[src/rtl/rib_uart_pkg.sv]
// Shared definitions for the RIB UART: register offsets, FSM state encoding
// and the BAUD divisor clamp.
package rib_uart_pkg;

  localparam logic [7:0] UART_CTRL   = 8'h00;
  localparam logic [7:0] UART_STATUS = 8'h04;
  localparam logic [7:0] UART_BAUD   = 8'h08;
  localparam logic [7:0] UART_TXDATA = 8'h0C;
  localparam logic [7:0] UART_RXDATA = 8'h10;

  localparam logic [15:0] UART_BAUD_MIN = 16'd4;

  typedef enum logic [1:0] {
    UART_IDLE  = 2'd0,
    UART_START = 2'd1,
    UART_DATA  = 2'd2,
    UART_STOP  = 2'd3
  } uart_state_t;

  function automatic logic [15:0] clamp_baud(input logic [15:0] value);
    return (value < UART_BAUD_MIN) ? UART_BAUD_MIN : value;
  endfunction

endpackage

[src/rtl/rib_sync_fifo.sv]
// Synchronous FIFO with wrap-bit pointers and first-word-fall-through read data.
module rib_sync_fifo #(
  parameter  int WIDTH = 8,
  parameter  int DEPTH = 4,
  localparam int AW    = $clog2(DEPTH)
) (
  input  logic             clk,
  input  logic             rst,
  input  logic             push,
  input  logic             pop,
  input  logic [WIDTH-1:0] din,
  output logic [WIDTH-1:0] dout,
  output logic             full,
  output logic             empty,
  output logic [AW:0]      count
);

  logic [WIDTH-1:0] mem [DEPTH];
  logic [AW:0]      wr_ptr;
  logic [AW:0]      rd_ptr;
  logic             do_push;
  logic             do_pop;

  // A pop in the same cycle frees a slot, so a push into a full FIFO still lands.
  assign do_pop  = pop & ~empty;
  assign do_push = push & (~full | do_pop);

  always_ff @(posedge clk or posedge rst) begin
    if (rst) begin
      wr_ptr <= '0;
      rd_ptr <= '0;
    end else begin
      if (do_push) wr_ptr <= wr_ptr + 1'b1;
      if (do_pop)  rd_ptr <= rd_ptr + 1'b1;
    end
  end

  // NOTE: storage has no reset; the pointers alone say which entries are valid.
  always_ff @(posedge clk) begin
    if (do_push) mem[wr_ptr[AW-1:0]] <= din;
  end

  assign dout  = mem[rd_ptr[AW-1:0]];
  assign full  = (wr_ptr[AW] != rd_ptr[AW]) && (wr_ptr[AW-1:0] == rd_ptr[AW-1:0]);
  assign empty = (wr_ptr == rd_ptr);
  assign count = wr_ptr - rd_ptr;

endmodule

[src/rtl/rib_uart.sv]
// RIB bus slave UART (8N1, LSB first): registers, TX FIFO, single-entry RX
// buffer and a level interrupt.
module rib_uart
  import rib_uart_pkg::*;
#(
  parameter int CPU_WIDTH = 32,
  parameter int TX_DEPTH  = 4,
  parameter int BAUD_RST  = 434
) (
  input  logic                 clk,
  input  logic                 rst,
  input  logic [CPU_WIDTH-1:0] addr_i,
  input  logic [CPU_WIDTH-1:0] data_i,
  input  logic                 we_i,
  output logic [CPU_WIDTH-1:0] data_o,
  input  logic                 rx_i,
  output logic                 tx_o,
  output logic                 irq_o
);

  logic [3:0]  ctrl;
  logic [15:0] baud;
  logic        tx_ovf, rx_ovr, rx_ferr, rx_valid;
  logic [7:0]  rx_data;
  logic [7:0]  offs;
  logic        wr_ctrl, wr_status, wr_baud, wr_txdata, wr_rxdata;

  assign offs      = addr_i[7:0];
  assign wr_ctrl   = we_i && (offs == UART_CTRL);
  assign wr_status = we_i && (offs == UART_STATUS);
  assign wr_baud   = we_i && (offs == UART_BAUD);
  assign wr_txdata = we_i && (offs == UART_TXDATA);
  assign wr_rxdata = we_i && (offs == UART_RXDATA);

  logic                      tx_pop, tx_full, tx_empty;
  logic [7:0]                tx_head;
  logic [$clog2(TX_DEPTH):0] tx_count;

  rib_sync_fifo #(.WIDTH(8), .DEPTH(TX_DEPTH)) u_tx_fifo (
    .clk   (clk),
    .rst   (rst),
    .push  (wr_txdata),
    .pop   (tx_pop),
    .din   (data_i[7:0]),
    .dout  (tx_head),
    .full  (tx_full),
    .empty (tx_empty),
    .count (tx_count)
  );

  uart_state_t tx_state, tx_state_n, rx_state, rx_state_n;
  logic [15:0] tx_cnt, tx_cnt_n, tx_div, tx_div_n;
  logic [15:0] rx_cnt, rx_cnt_n, rx_div, rx_div_n;
  logic [2:0]  tx_bit, tx_bit_n, rx_bit, rx_bit_n;
  logic [7:0]  tx_shift, tx_shift_n, rx_shift, rx_shift_n;
  logic        rx_s1, rx_s2, rx_prev;
  logic        tx_busy, tx_end, rx_end, rx_half, rx_fall;
  logic        rx_load, rx_ovr_set, rx_ferr_set;

  assign tx_busy = (tx_state != UART_IDLE);
  assign tx_end  = (tx_cnt == tx_div - 16'd1);
  assign rx_end  = (rx_cnt == rx_div - 16'd1);
  assign rx_half = (rx_cnt == (rx_div >> 1) - 16'd1);
  assign rx_fall = rx_prev & ~rx_s2;
  assign tx_o    = (tx_state == UART_START) ? 1'b0 :
                   (tx_state == UART_DATA)  ? tx_shift[0] : 1'b1;

  // NOTE: sequential state uses non-blocking assignments so every flop samples pre-edge values.
  always_ff @(posedge clk or posedge rst) begin
    if (rst) begin
      tx_state <= UART_IDLE;  tx_cnt <= '0; tx_div <= '0; tx_bit <= '0; tx_shift <= '0;
      rx_state <= UART_IDLE;  rx_cnt <= '0; rx_div <= '0; rx_bit <= '0; rx_shift <= '0;
      rx_s1    <= 1'b1;       rx_s2  <= 1'b1; rx_prev <= 1'b1;
    end else begin
      tx_state <= tx_state_n; tx_cnt <= tx_cnt_n; tx_div <= tx_div_n;
      tx_bit   <= tx_bit_n;   tx_shift <= tx_shift_n;
      rx_state <= rx_state_n; rx_cnt <= rx_cnt_n; rx_div <= rx_div_n;
      rx_bit   <= rx_bit_n;   rx_shift <= rx_shift_n;
      rx_s1    <= rx_i;       rx_s2  <= rx_s1;  rx_prev <= rx_s2;
    end
  end

  // NOTE: every output of this block gets a default first, so no path can infer a latch.
  always_comb begin
    tx_state_n = tx_state;
    tx_cnt_n   = tx_cnt + 16'd1;
    tx_div_n   = tx_div;
    tx_bit_n   = tx_bit;
    tx_shift_n = tx_shift;
    tx_pop     = 1'b0;
    case (tx_state)
      UART_IDLE: begin
        tx_cnt_n = '0;
        if (ctrl[0] && !tx_empty) begin
          tx_pop     = 1'b1;
          tx_shift_n = tx_head;
          tx_div_n   = baud;
          tx_bit_n   = '0;
          tx_state_n = UART_START;
        end
      end
      UART_START: if (tx_end) begin
        tx_cnt_n   = '0;
        tx_state_n = UART_DATA;
      end
      UART_DATA: if (tx_end) begin
        tx_cnt_n   = '0;
        tx_shift_n = tx_shift >> 1;
        tx_bit_n   = tx_bit + 3'd1;
        if (tx_bit == 3'd7) tx_state_n = UART_STOP;
      end
      UART_STOP: if (tx_end) begin
        tx_cnt_n   = '0;
        tx_state_n = UART_IDLE;
      end
      default: tx_state_n = UART_IDLE;
    endcase
  end

  always_comb begin
    rx_state_n  = rx_state;
    rx_cnt_n    = rx_cnt + 16'd1;
    rx_div_n    = rx_div;
    rx_bit_n    = rx_bit;
    rx_shift_n  = rx_shift;
    rx_load     = 1'b0;
    rx_ovr_set  = 1'b0;
    rx_ferr_set = 1'b0;
    case (rx_state)
      UART_IDLE: begin
        rx_cnt_n = '0;
        if (ctrl[1] && rx_fall) begin
          rx_div_n   = baud;
          rx_bit_n   = '0;
          rx_state_n = UART_START;
        end
      end
      UART_START: if (rx_half) begin
        rx_cnt_n   = '0;
        rx_state_n = rx_s2 ? UART_IDLE : UART_DATA;
      end
      UART_DATA: if (rx_end) begin
        rx_cnt_n   = '0;
        rx_shift_n = {rx_s2, rx_shift[7:1]};
        rx_bit_n   = rx_bit + 3'd1;
        if (rx_bit == 3'd7) rx_state_n = UART_STOP;
      end
      UART_STOP: if (rx_end) begin
        rx_cnt_n   = '0;
        rx_state_n = UART_IDLE;
        if (!rx_s2)        rx_ferr_set = 1'b1;
        else if (rx_valid) rx_ovr_set  = 1'b1;
        else               rx_load     = 1'b1;
      end
      default: rx_state_n = UART_IDLE;
    endcase
  end

  logic [CPU_WIDTH-1:0] rd_mux;

  always_comb begin
    rd_mux = '0;
    case (offs)
      UART_CTRL:   rd_mux = CPU_WIDTH'(ctrl);
      UART_STATUS: rd_mux = CPU_WIDTH'({rx_ferr, rx_ovr, tx_ovf, rx_valid, tx_busy, tx_empty, tx_full});
      UART_BAUD:   rd_mux = CPU_WIDTH'(baud);
      UART_RXDATA: rd_mux = CPU_WIDTH'(rx_data);
      default:     rd_mux = '0;
    endcase
  end

  // Flag sets take priority over W1C / pop writes in the same cycle.
  always_ff @(posedge clk or posedge rst) begin
    if (rst) begin
      ctrl     <= '0;
      baud     <= 16'(BAUD_RST);
      tx_ovf   <= 1'b0;
      rx_ovr   <= 1'b0;
      rx_ferr  <= 1'b0;
      rx_valid <= 1'b0;
      rx_data  <= '0;
      data_o   <= '0;
      irq_o    <= 1'b0;
    end else begin
      if (wr_ctrl) ctrl <= data_i[3:0];
      if (wr_baud) baud <= clamp_baud(data_i[15:0]);
      if (rx_load) rx_data <= rx_shift;
      tx_ovf   <= (wr_txdata & tx_full & ~tx_pop) | (tx_ovf & ~(wr_status & data_i[4]));
      rx_ovr   <= rx_ovr_set  | (rx_ovr  & ~(wr_status & data_i[5]));
      rx_ferr  <= rx_ferr_set | (rx_ferr & ~(wr_status & data_i[6]));
      rx_valid <= rx_load | (rx_valid & ~wr_rxdata);
      data_o   <= rd_mux;
      irq_o    <= (ctrl[2] & tx_empty & ~tx_busy) | (ctrl[3] & rx_valid);
    end
  end

endmodule

[config.mk]
export PLATFORM = sky130hd
export DESIGN_NAME = rib_uart
export DESIGN_NICKNAME = d
export VERILOG_FILES = /design/src/rtl/rib_uart_pkg.sv /design/src/rtl/rib_sync_fifo.sv /design/src/rtl/rib_uart.sv
export SDC_FILE = /design/constraint.sdc
export NUM_CORES = 1
export LEC_CHECK = 0
export CAP_MARGIN = 20
export CORE_MARGIN = 4
export CORE_UTILIZATION = 40
export CTS_CLUSTER_DIAMETER = 40
export DETAILED_ROUTE_END_ITERATION = 6
export SETUP_SLACK_MARGIN = 0.4
export SYNTH_ARGS = -nofsm -noshare
export SYNTH_HDL_FRONTEND = slang
export SYNTH_SLANG_ARGS = --single-unit
[constraint.sdc]
create_clock -name clk -period 5.8 [get_ports clk]
set_input_delay 1.16 -clock clk [delete_from_list [all_inputs] [get_ports clk]]
set_output_delay 1.16 -clock clk [all_outputs]
set_load 0.02 [all_outputs]
# [Word level (Yosys, flattened, before mapping)]
# Memories as Yosys holds them, arrays and structs flattened.
# Index checks and enable logic that the tools add are counted.
[totals] register_bits=164 ramBits=32 elab_cells=163 n_memories=1
[memory_table] name="u_tx_fifo.mem" words=4 word_bits=8 rd=1 rd_ports_with_merged_regs=0 wr=1 line="rib_sync_fifo.sv:18" text="logic [WIDTH-1:0] mem [DEPTH];"
[classes] n_addsub=9 n_lt_le_gt_ge=1 n_eq_ne=28 n_mux=46 n_bitwise=30 reduce_logical=24
[ops] operator="2-to-1 mux 16 bit" count=4
[ops] operator="one-hot mux 16 bit (4 select lines)" count=1
[ops] operator="== test 16 bit" count=3
[ops] operator="one-hot mux 16 bit (3 select lines)" count=1
[ops] operator="adder 16 x 1 -> 16 bit (second input constant)" count=2
[ops] operator="one-hot mux 16 bit (2 select lines)" count=1
[ops] operator="subtractor 16 x 1 -> 16 bit (second input constant)" count=2
[ops] operator="2-to-1 mux 2 bit" count=11
[ops] operator="!= test 2 bit (second input constant)" count=9
[ops] operator="2-to-1 mux 1 bit" count=17
[ops] operator="== test 8 x 4 -> 1 bit (second input constant)" count=2
[ops] operator="< comparator 16 x 3 -> 1 bit (second input constant)" count=1
[ops] operator="2-to-1 mux 8 bit" count=2
[ops] operator="one-hot mux 2 bit (4 select lines)" count=2
[ops] operator="one-hot mux 8 bit (2 select lines)" count=1
[ops] operator="subtractor 15 x 1 -> 16 bit (second input constant)" count=1
[ops] operator="AND 1 bit" count=15
[ops] operator="adder 3 x 1 -> 3 bit (second input constant)" count=4
[ops] operator="2-to-1 mux 3 bit" count=4
[ops] operator="one-hot mux 3 bit (2 select lines)" count=2
[ops] operator="AND reduction 5 bit" count=2
[ops] operator="NOT 1 bit" count=9
[ops] operator="== test 2 bit (second input constant)" count=4
[ops] operator="== test 8 x 3 -> 1 bit (second input constant)" count=1
[ops] operator="17 further kinds" count=37

# [Longest topological paths before layout]
[depth] depth_word=10 mapped_depth=12 depth_no_buf=9

# [Modules after synthesis]
# A second synthesis with hierarchy kept.
[hier_totals] hier_cells=860 hier_area_um2=9262.6
[by_module_without_submodules] mod="rib_uart" instances=1 cells_each=772 area_each_um2=7656.1
[by_module_without_submodules] mod="rib_sync_fifo" instances=1 cells_each=88 area_each_um2=1606.5

# [Worst setup path before layout]
# No wires, ideal clock.
[synth_timing] path_kind="input-to-reg" start="in addr_i[0]" end="reg baud[3]" setup_time_ns=0.125 t_arrival_ns=3.235 required_ns=5.675 path_slack_ns=2.440 path_stages=6 cell_sequence="or4_1 -> or3_1 -> nor3b_2 -> nand2_1 -> clkbuf_1 -> mux2_2"
[synth_between] elab_chain_len=2
[synth_lines] item="start, declared" line="rib_uart.sv:12" text="input logic [CPU_WIDTH-1:0] addr_i,"
[synth_lines] item="== test 8 x 4 -> 1 bit" line="rib_uart.sv:31" text="assign wr_baud = we_i && (offs == UART_BAUD);"
[synth_lines] item="logical AND 1 bit" line="rib_uart.sv:31"
[synth_lines] item="end signal, assigned" line="rib_uart.sv:176" text="baud <= 16'(BAUD_RST);"
[synth_lines] item="end signal, assigned" line="rib_uart.sv:186" text="if (wr_baud) baud <= clamp_baud(data_i[15:0]);"
[synth_lines] item="end, declared" line="rib_uart.sv:22" text="logic [15:0] baud;"
# Every way passes these cells.
# A chain may end at the register's enable or synchronous reset.

# [Worst setup path in the final report]
[layout_timing] start="reg rx_div[1]" end="reg rx_data[4]"
[layout_between] elab_chain_len=4
[layout_lines] item="start, declared" line="rib_uart.sv:53" text="logic [15:0] rx_cnt, rx_cnt_n, rx_div, rx_div_n;"
[layout_lines] item="start signal, assigned" line="rib_uart.sv:77" text="rx_state <= rx_state_n; rx_cnt <= rx_cnt_n; rx_div <= rx_div_n;"
[layout_lines] item="subtractor 16 x 1 -> 16 bit" line="rib_uart.sv:62" text="assign rx_end = (rx_cnt == rx_div - 16'd1);"
[layout_lines] item="== test 16 bit" line="rib_uart.sv:62"
[layout_lines] item="2-to-1 mux 1 bit" line="rib_uart.sv:148" text="UART_STOP: if (rx_end) begin"
[layout_lines] item="2-to-1 mux 1 bit" line="rib_uart.sv:129" text="case (rx_state)"
[layout_lines] item="end signal, assigned" line="rib_uart.sv:187" text="if (rx_load) rx_data <= rx_shift;"
[layout_lines] item="end, declared" line="rib_uart.sv:24" text="logic [7:0] rx_data;"
# Every way passes these cells.

==> metrics.txt <==
Data required, critical path=6120 ps; post-synth cell types=70; Stages on worst setup path=9; DR vias/cell=5.240; CTS Buf Count=17; worst-path fanout max=9; initial antenna violation count=0; min Tclk post-route=3813 ps; post-CTS sizing=0; Yosys warning total=0; via count=6288; share of cells above drive strength 1=0.1589; Core Box Area=23400 µm²; Critical Path Source=rx_div[1]$_DFFE_PP0P_; Final ANT Viol Nets=0; worst clock skew=12.23 ps; max cap viols=0; Post-Syn Area=9512 µm²; CTS tree=built; # rows=56; Buf+Inv Stages, Crit Path=1; Startpoint Class=flip-flop; CP Class=flip-flop to flip-flop; Post-CTS Hold Buffers=0; DRT Pass-1 Iters=5; CP max stage cell=or4b_1; fin crit share=0.6574; final setup fails=0; CP top delay family=simple AND/OR/NAND/NOR gates; pin count of the biggest net entering global routing=83; Synth Register Bits=180; worst slew pin tran=1000 ps; antenna cells=0; Max VDD drop=0.1366 mV; crit path capture=rx_data[4]$_DFFE_PP0P_; Overflow after GRT=0; WL/cell=17.16 µm; Leakage=4.688 nW; Crit. End Element=flip-flop; Area Overhead vs Synth=12.10%; boundary pin count=102; dominant synthesized flop cell=dfrtp_1; clk_lat worst skew=440 ps; Final Hold Fails=0; Reg2Reg Depth=9; drt total wl=20.59 mm; HPWL after DPL=14.44 mm; Starting Density=0.4064; register area share after synthesis=0.4914; Slew Viols, Final=0; Overall Global Routing Usage=0.1635; GPL Wtd Cong=0.8438; Chip Width=162.2 µm; postcts setup bufs=0; Fin Setup TNS=0 ps; vias in the first global route=6161; Crit path largest cell delay=760 ps; H-tree levels=4; reg-to-reg endpoint=rx_data[4]$_DFFE_PP0P_; arrival time worst endpoint=4130 ps; Die Ht=162.2 µm; Slew HR=0.3326; hold crit path type=flip-flop to flip-flop; Post-synth EDFFs=32; PortBufs=45; clk buf depth=2; RSZ-0062 raised after global routing=no; critical path, cell by cell=inv_1, ha_1, nor4b_4, nand2_2, or3_1, a2111o_1, nor4_4, or4b_1, mux2_4; CTS sink count=180; Worst R2R Setup Slack=1990 ps; Max Freq=262.3 MHz; first-pass GRT wire length=34.19 mm; total power=3.273 mW; RR Startpoint=rx_div[1]$_DFFE_PP0P_; clock root buffer=clkbuf_16; status=finished clean; Cell Pwr Density=307.0 nW/µm²; die area=26310 µm²; DR iter-0 viols=453; cell count after synthesis=847; DRC=0; syn avg cell area=11.23 µm²; Post-synth ARST share=0.8222; Nets=955; clk slew on worst S/H paths=60 ps
[cells by family after synthesis]
group	count (synthesis)	share of synthesized area
adders and majority gates	19	0.02499
buffers and inverters	87	0.04735
muxes	84	0.1133
xor gates and xnor gates	92	0.08471
AOI/OAI and AO/OA	116	0.08156
and+or+nand+nor	268	0.1563
DFF	180	0.4914
other	1	0.0003943
[cells in the mapped netlist (5+ instances only)]
cell type | n | area [µm²]
a21oi_1 | 25 | 125.1
a22oi_1 | 6 | 45.04
a31oi_1 | 7 | 43.79
and2_1 | 14 | 87.58
and3_1 | 12 | 75.07
buf_2 | 5 | 25.02
buf_4 | 17 | 127.6
buf_6 | 7 | 78.83
clkbuf_1 | 29 | 108.9
dfrtp_1 | 140 | 3503
dfstp_2 | 8 | 210.2
edfxtp_1 | 32 | 960.9
ha_1 | 19 | 237.7
inv_1 | 24 | 90.09
mux2_2 | 57 | 641.9
mux2_4 | 13 | 195.2
mux2i_1 | 6 | 60.06
mux4_2 | 8 | 180.2
nand2_1 | 64 | 240.2
nand2b_1 | 9 | 56.30
nand3_1 | 31 | 155.2
nand4_1 | 13 | 81.33
nor2_1 | 45 | 168.9
nor2b_1 | 9 | 56.30
nor3_1 | 13 | 65.06
nor4_1 | 15 | 93.84
o21ai_0 | 28 | 140.1
or3_1 | 8 | 50.05
or4_1 | 6 | 45.04
xnor2_1 | 55 | 481.7
xor2_1 | 37 | 324.1
[worst min path at each step]
| stage | start | end | slack, ps | cells past startpoint |
|---|---|---|---|---|
| floorplan | rx_s1$_DFF_PP1_ | rx_s2$_DFF_PP1_ | 350 | 0 |
| global route | rx_s1$_DFF_PP1_ | rx_s2$_DFF_PP1_ | 360 | 0 |
| global placement | rx_s1$_DFF_PP1_ | rx_s2$_DFF_PP1_ | 350 | 0 |
| detailed placement | rx_s1$_DFF_PP1_ | rx_s2$_DFF_PP1_ | 350 | 0 |
| finish | rx_s1$_DFF_PP1_ | rx_s2$_DFF_PP1_ | 350 | 0 |
| CTS | rx_s1$_DFF_PP1_ | rx_s2$_DFF_PP1_ | 360 | 0 |
[flip-flops by register name (all words and copies together) (netlist names), 4 cells and up, named ones only]
name	flops
rx_div	16
rx_cnt	16
tx_shift	8
u_tx_fifo.mem	32
data_o	16
rx_shift	8
tx_div	16
rx_data	8
ctrl	4
tx_cnt	16
baud	16
[final cells by class]
cell class	count	area, µm²
repair buffers	50	488.0
flip-flops and latches	180	4674
clock inverters	10	98.84
inverters	24	95.09
clock buffers	22	464.2
well taps	319	399.1
fillers	2192	12740
multi-input cells	595	4443
[power by group]
group	switching (mW)	internal (mW)	leakage (nW)	total [mW]
clock network	0.501	0.619	0.277	1.12
logic	0.363	0.317	2.13	0.680
registers	0.108	1.37	2.28	1.47
[per-stage QoR]
step	utilization	instances	area [µm²]	hold slack, ps	setup WS, ps
final	0.4556	1200	10660	354.4	1987
after detailed placement	0.4312	1167	10090	346.9	1769
after CTS	0.4553	1199	10660	355.5	1958
after global routing	0.4556	1200	10660	364.4	1787
after global placement	0.4312	1167	10090	346.1	1806
after floorplan	-	862	9568	345.2	673.6
[per-layer routing]
layer  global-route usage  routed length, µm  vias to the layer above
li1                     -                  -                     3036
met1               0.2427              10120                     3133
met2               0.2477               9538                      104
met3              0.03299                734                       15
met4              0.03883                194                        0
met5                    0                  0                        -
[placed cells by master (no fill, tap or decap), types with 8 or more instances in the layout]
cell and n:
nand4_1 13, ha_1 19, inv_1 23, xor2_1 37
dfstp_2 8, clkdlybuf4s50_1 45, mux2_2 57, nor2_1 45
nand3_1 31, clkbuf_16 17, or3_1 8, edfxtp_1 32
conb_1 16, nor3_1 13, nand2b_1 9, a21oi_1 25
mux2_4 13, xnor2_1 55, and2_1 14, dfrtp_1 140
nor2b_1 9, o21ai_0 28, mux4_2 8, nand2_1 64
and3_1 12, nor4_1 15
(Power assumes the default switching activity.)
==> edit 1, RTL diff (config.mk and constraints unchanged) <==
`CPU_WIDTH`: 32 -> 64.
--- a/src/rtl/rib_uart.sv
+++ b/src/rtl/rib_uart.sv
@@ -3,7 +3,7 @@
 module rib_uart
   import rib_uart_pkg::*;
 #(
-  parameter int CPU_WIDTH = 32,
+  parameter int CPU_WIDTH = 64,
   parameter int TX_DEPTH  = 4,
   parameter int BAUD_RST  = 434
 ) (
Ports: changed (resized addr_i, data_i and data_o); port bits go from 102 to 198. The function was not compared with the original's and may differ.
==> edit 1 against the unedited design <==
  * Power up 0.19%
  * Sequential cell count unchanged
  * Worst hold slack better by 0.0014 ns
  * Synthesized area up 2.5%
  * Setup slack worse by 0.017 ns
  * Final area up 1.0%
  * Die area up 2.4%
  * Wire length up 1.7%
  * Critical path type unchanged
==> edit 1: results (changes against the unedited design) <==
Power
  – Internal power: 2.28 mW (-1.1%)
  – Worst IR drop on VDD: 0.193 mV (+41%)
  – Pwr Total: 3.28 mW (+0.19%)
  – Comb group: 699 uW (+3%)
  – Leakage power: 4.77 nW (+1.6%)

Synth
  – Synth Area in Adders: 0.0244 (-0.000616)
  – Post-Synthesis Cells: 879 (+3.8%)
  – Post-synthesis sequential area ratio: 0.479 (-0.0121)
  – Mux contribution to synthesized area: 0.110 (-0.00279)
  – Synth Area in XOR/XNOR: 0.0826 (-0.00209)
  – Top cells by area, synth: dfrtp_1 36%, edfxtp_1 9.9%, mux2_2 6.6%, xnor2_1 4.9%, buf_4 3.8%
  – Commonest cells in the netlist: 140 x dfrtp_1, 64 x nand2_1, 57 x mux2_2

Clock tree
  – Clk_lat worst skew: 0.44 ns (about the same)

Setup path
  – CP arrival: 4.15 ns (+0.02 ns)
  – Critical path peak fanout: 9 (unchanged)

Final layout
  – Post-route cell area: 10,800 um2 (+1.0%)
  – Invs w/o clock: 24 (unchanged)
  – Seq Cell Count: 180 (unchanged)
  – Multi-input logic cell count: 627 (+5.4%)
  – Final nets: 1,050 (+9.9%)
  – Count of plain and timing-repair buffers: 49 (-2.0%)
  – Fill count: 2,251 (+2.7%)
  – Non-clk buf share: 0.0446 (-0.00115)
  – Clock buf count: 18 (-18%)
  – Share of cells above drive strength 1: 0.152 (-0.00650)
  – Clock network area share: 0.0517 (-0.00110)
  – Fraction of area in multi-input gates: 0.424 (+0.00704)

Place
  – Routability cong.: 0.863 (+2.3%)
  – Post-Place Worst Slack: 1.74 ns (-0.0343 ns)
  – Placement-stage cell area: 10,200 um2 (+1.2%)
  – Cells after DPL: 1,199 (+2.7%)
  – Dpl hpwl: 14,700 um (+1.8%)

Min path
  – Worst Hold Class: reg -> reg

Detailed routing
  – Drt pass-1 iters: 6 (+1)
  – DR iter-0 viols: 361 (-20%)
  – Met3 wire length: 1300 um (+77%)
  – WL/cell: 17.0 um (-0.87%)
  – Wire length on met2: 9570 um (+0.35%)
  – DRT met1 WL: 9800 um (-3.2%)
  – Via count: 6,507 (+3.5%)

GRT
  – Met3 GRT Util: 0.0414 (+0.00842)
  – Largest net degree at the start of global routing: 90 (+8.4%)
  – Total track usage: 0.160 (-0.00342)
  – Vias in the first global route: 6,367 (+3.3%)
  – Global-route wire length before repair: 34,200 um (about the same)
  – Met2 Resource Use GR: 0.242 (-0.00539)

Timing
  – Rel. slew slack: 0.279 (-0.0534)

Run status
  – Outcome: completed
## edit 1: cell types whose count changed after synthesis
cell	change
buf_4	+32
## edit 1: critical path, cell delays in order (launching register included)
cell	delay, ns
dfrtp_1	0.41
inv_1	0.20
ha_1	0.32
nor4b_4	0.40
nand2_2	0.11
or3_1	0.31
a2111o_1	0.45
nor4_4	0.37
or4b_1	0.76
mux2_4	0.39
## edit 1: worst paths after layout
check                      slack, ns                endpoint                   from
setup reg to reg                1.97  rx_data[5]$_DFFE_PP0P_  rx_div[1]$_DFFE_PP0P_
setup / recovery                1.97  rx_data[5]$_DFFE_PP0P_  rx_div[1]$_DFFE_PP0P_
hold / removal                  0.36         rx_s2$_DFF_PP1_        rx_s1$_DFF_PP1_
hold reg to reg                 0.36         rx_s2$_DFF_PP1_        rx_s1$_DFF_PP1_
min in group asynchronous       1.23    data_o[12]$_DFF_PP0_                    rst
max in group asynchronous       3.62     baud[4]$_DFFE_PP1P_                    rst
==> edit 2, RTL diff (same settings) <==
Made on the original files. Encoding of `uart_state_t`: now Gray code (2 bits for 4 states).
--- a/src/rtl/rib_uart_pkg.sv
+++ b/src/rtl/rib_uart_pkg.sv
@@ -11,10 +11,10 @@
   localparam logic [15:0] UART_BAUD_MIN = 16'd4;
 
   typedef enum logic [1:0] {
-    UART_IDLE  = 2'd0,
-    UART_START = 2'd1,
-    UART_DATA  = 2'd2,
-    UART_STOP  = 2'd3
+    UART_IDLE  = 2'b00,
+    UART_START = 2'b01,
+    UART_DATA  = 2'b11,
+    UART_STOP  = 2'b10
   } uart_state_t;
 
   function automatic logic [15:0] clamp_baud(input logic [15:0] value);
Function: no difference found for any inputs over 4 cycles, from zero or initial values and one cycle with rst high; so few cycles prove little.
==> edit 2 against the unedited design <==
  * Non-clock buffer count unchanged
  * Largest power group unchanged
  * Final area shrank 3.0%
  * Critical path type unchanged
  * Sequential cell count unchanged
  * Setup slack better by 0.035 ns
  * Power shrank 10%
  * Highest routed layer unchanged
  * Synthesized area down 3.3%
  * Wire length is 2.4% lower
  * Clock power is 7% lower
==> edit 2: results (changes against the unedited design) <==
GRT
  – Vias in the first global route: 6,081 (-1.3%)
  – Total track usage: 0.160 (-0.00305)
  – Global-route wire length before repair: 33,000 um (-3.4%)
  – Grt ovf: 0 (unchanged)
  – Largest net degree at the start of global routing: 79 (-4.8%)

Setup path
  – R2R Path End: rx_data[3]$_DFFE_PP0P_
  – Reg2Reg Setup Slack: 2.02 ns (+0.04 ns)
  – Critical path peak fanout: 11 (+2)
  – CP arrival: 4.10 ns (-0.03 ns)
  – R2R Path Start: rx_div[2]$_DFFE_PP0P_

Synth
  – Commonest cells in the netlist: 140 x dfrtp_1, 123 x nand2_1, 73 x nor2_1
  – Ys Warns: 0 (unchanged)
  – Post-synthesis sequential area ratio: 0.508 (+0.0169)
  – Top cells by area, synth: dfrtp_1 38%, edfxtp_1 10%, nand2_1 5.0%, xnor2_1 4.9%, mux2_2 4.5%
  – Post-synth top flop: dfrtp_1

Final layout
  – Max FFs per register: 32 (unchanged)
  – Fill count: 2,132 (-2.7%)
  – Share of cells above drive strength 1: 0.110 (-0.0494)
  – Final nets: 982 (+2.8%)

Min path
  – Worst Hold Launch: rx_s1$_DFF_PP1_
  – Hold EP: rx_s2$_DFF_PP1_

Clock tree
  – Cts bufs inserted: 17 (unchanged)
  – Clk_lat worst skew: 0.44 ns (about the same)
  – Max Buffers Root-to-Sink: 2 (unchanged)
  – Clock Tree Root: clkbuf_16

Detailed routing
  – DR iter-0 viols: 395 (-13%)
  – Via count: 6,290 (+0.032%)
  – Total wire length: 20,100 um (-2.4%)

Power
  – Worst IR drop on VDD: 0.183 mV (+34%)
  – Leakage power: 4.56 nW (-2.7%)

Run status
  – Outcome: completed

Place
  – Dpl hpwl: 14,300 um (-1.1%)
  – Routability cong.: 0.787 (-6.8%)

Floorplan
  – Initial core utilization: 0.406 (about the same)

Timing
  – Rel. slew slack: 0.269 (-0.0633)
  – Clock skew: 0.0126 ns (+0.000358 ns)
  – Fin. Hold Viols: 0 (unchanged)
edit 2: cell count changes after synthesis, moves of 7 or more:
cell      delta
a21oi_1     -16
a221oi_1     +7
inv_1        +9
mux2_2      -20
mux2_4      -13
nand2_1     +59
nor2_1      +28
edit 2: where the power goes:
group | switching (mW) | total (mW) | internal [mW]
combinational | 0.229 | 0.440 | 0.212
clock | 0.493 | 1.04 | 0.547
sequential | 0.103 | 1.46 | 1.36
edit 2: layout make-up:
cell class / count / area, um2 / share of cell area
clock buffers: 20 / 437 / 0.0422
clock inverters: 12 / 85.1 / 0.00823
inverters: 33 / 129 / 0.0125
well taps: 285 / 357 / 0.0345
repair buffers: 50 / 495 / 0.0479
flip-flops and latches: 180 / 4670 / 0.452
multi-input cells: 618 / 4160 / 0.403
edit 2: critical path: stages (launching register included):
cell and delay [ns]:
dfrtp_1 0.50, inv_1 0.12, ha_1 0.39, nor4b_1 0.34
xnor2_1 0.15, a2111oi_0 0.43, nand4b_1 0.20, nor4_2 0.56
nand4_1 0.54, mux2_2 0.43
edit 2: worst max path at each step:
stage,slack (ns),endpoint,startpoint
after floorplan,0.67,baud[0]$_DFFE_PP0P_,rst
after global placement,1.93,baud[11]$_DFFE_PP0P_,addr_i[0]
after detailed placement,1.87,baud[9]$_DFFE_PP0P_,addr_i[0]
after CTS,2.03,rx_cnt[15]$_DFF_PP0_,rx_div[7]$_DFFE_PP0P_
after global routing,1.79,rx_cnt[12]$_DFF_PP0_,rx_div[7]$_DFFE_PP0P_
final,2.02,rx_data[3]$_DFFE_PP0P_,rx_div[2]$_DFFE_PP0P_
edit 2: kinds of logic (layout without fill, tap and decap cells):
kind of cell | count (synthesis) | after routing | synth area share
compound gates | 95 | 95 | 0.0757
simple gates | 353 | 353 | 0.193
xor+xnor | 88 | 88 | 0.0853
buf+inv | 90 | 115 | 0.0452
flops | 180 | 180 | 0.508
mux | 52 | 52 | 0.0725
fa+ha+maj | 14 | 14 | 0.0191
other cells | 1 | 16 | 0.000408
edit 2: per-layer routing:
metal,global-route usage,vias to the layer above,part of all wire
met2,0.251,125,0.46
met1,0.230,3072,0.50
met3,0.0292,13,0.037
met5,0,-,0
li1,-,3080,-
met4,0.0442,0,0.0098
edit 2: metrics by stage:
step                setup WS, ns  hold WS [ns]  std cells  power (mW)  instance area [um2]
finish                      2.02         0.358       1198        2.94                10300
global route                1.79         0.367       1198        3.08                10300
global placement            1.93         0.347       1165        1.92                 9800
floorplan                  0.674         0.345        888        1.80                 9250
CTS                         2.03         0.360       1197        2.97                10300
detailed placement          1.87         0.349       1165        1.93                 9800
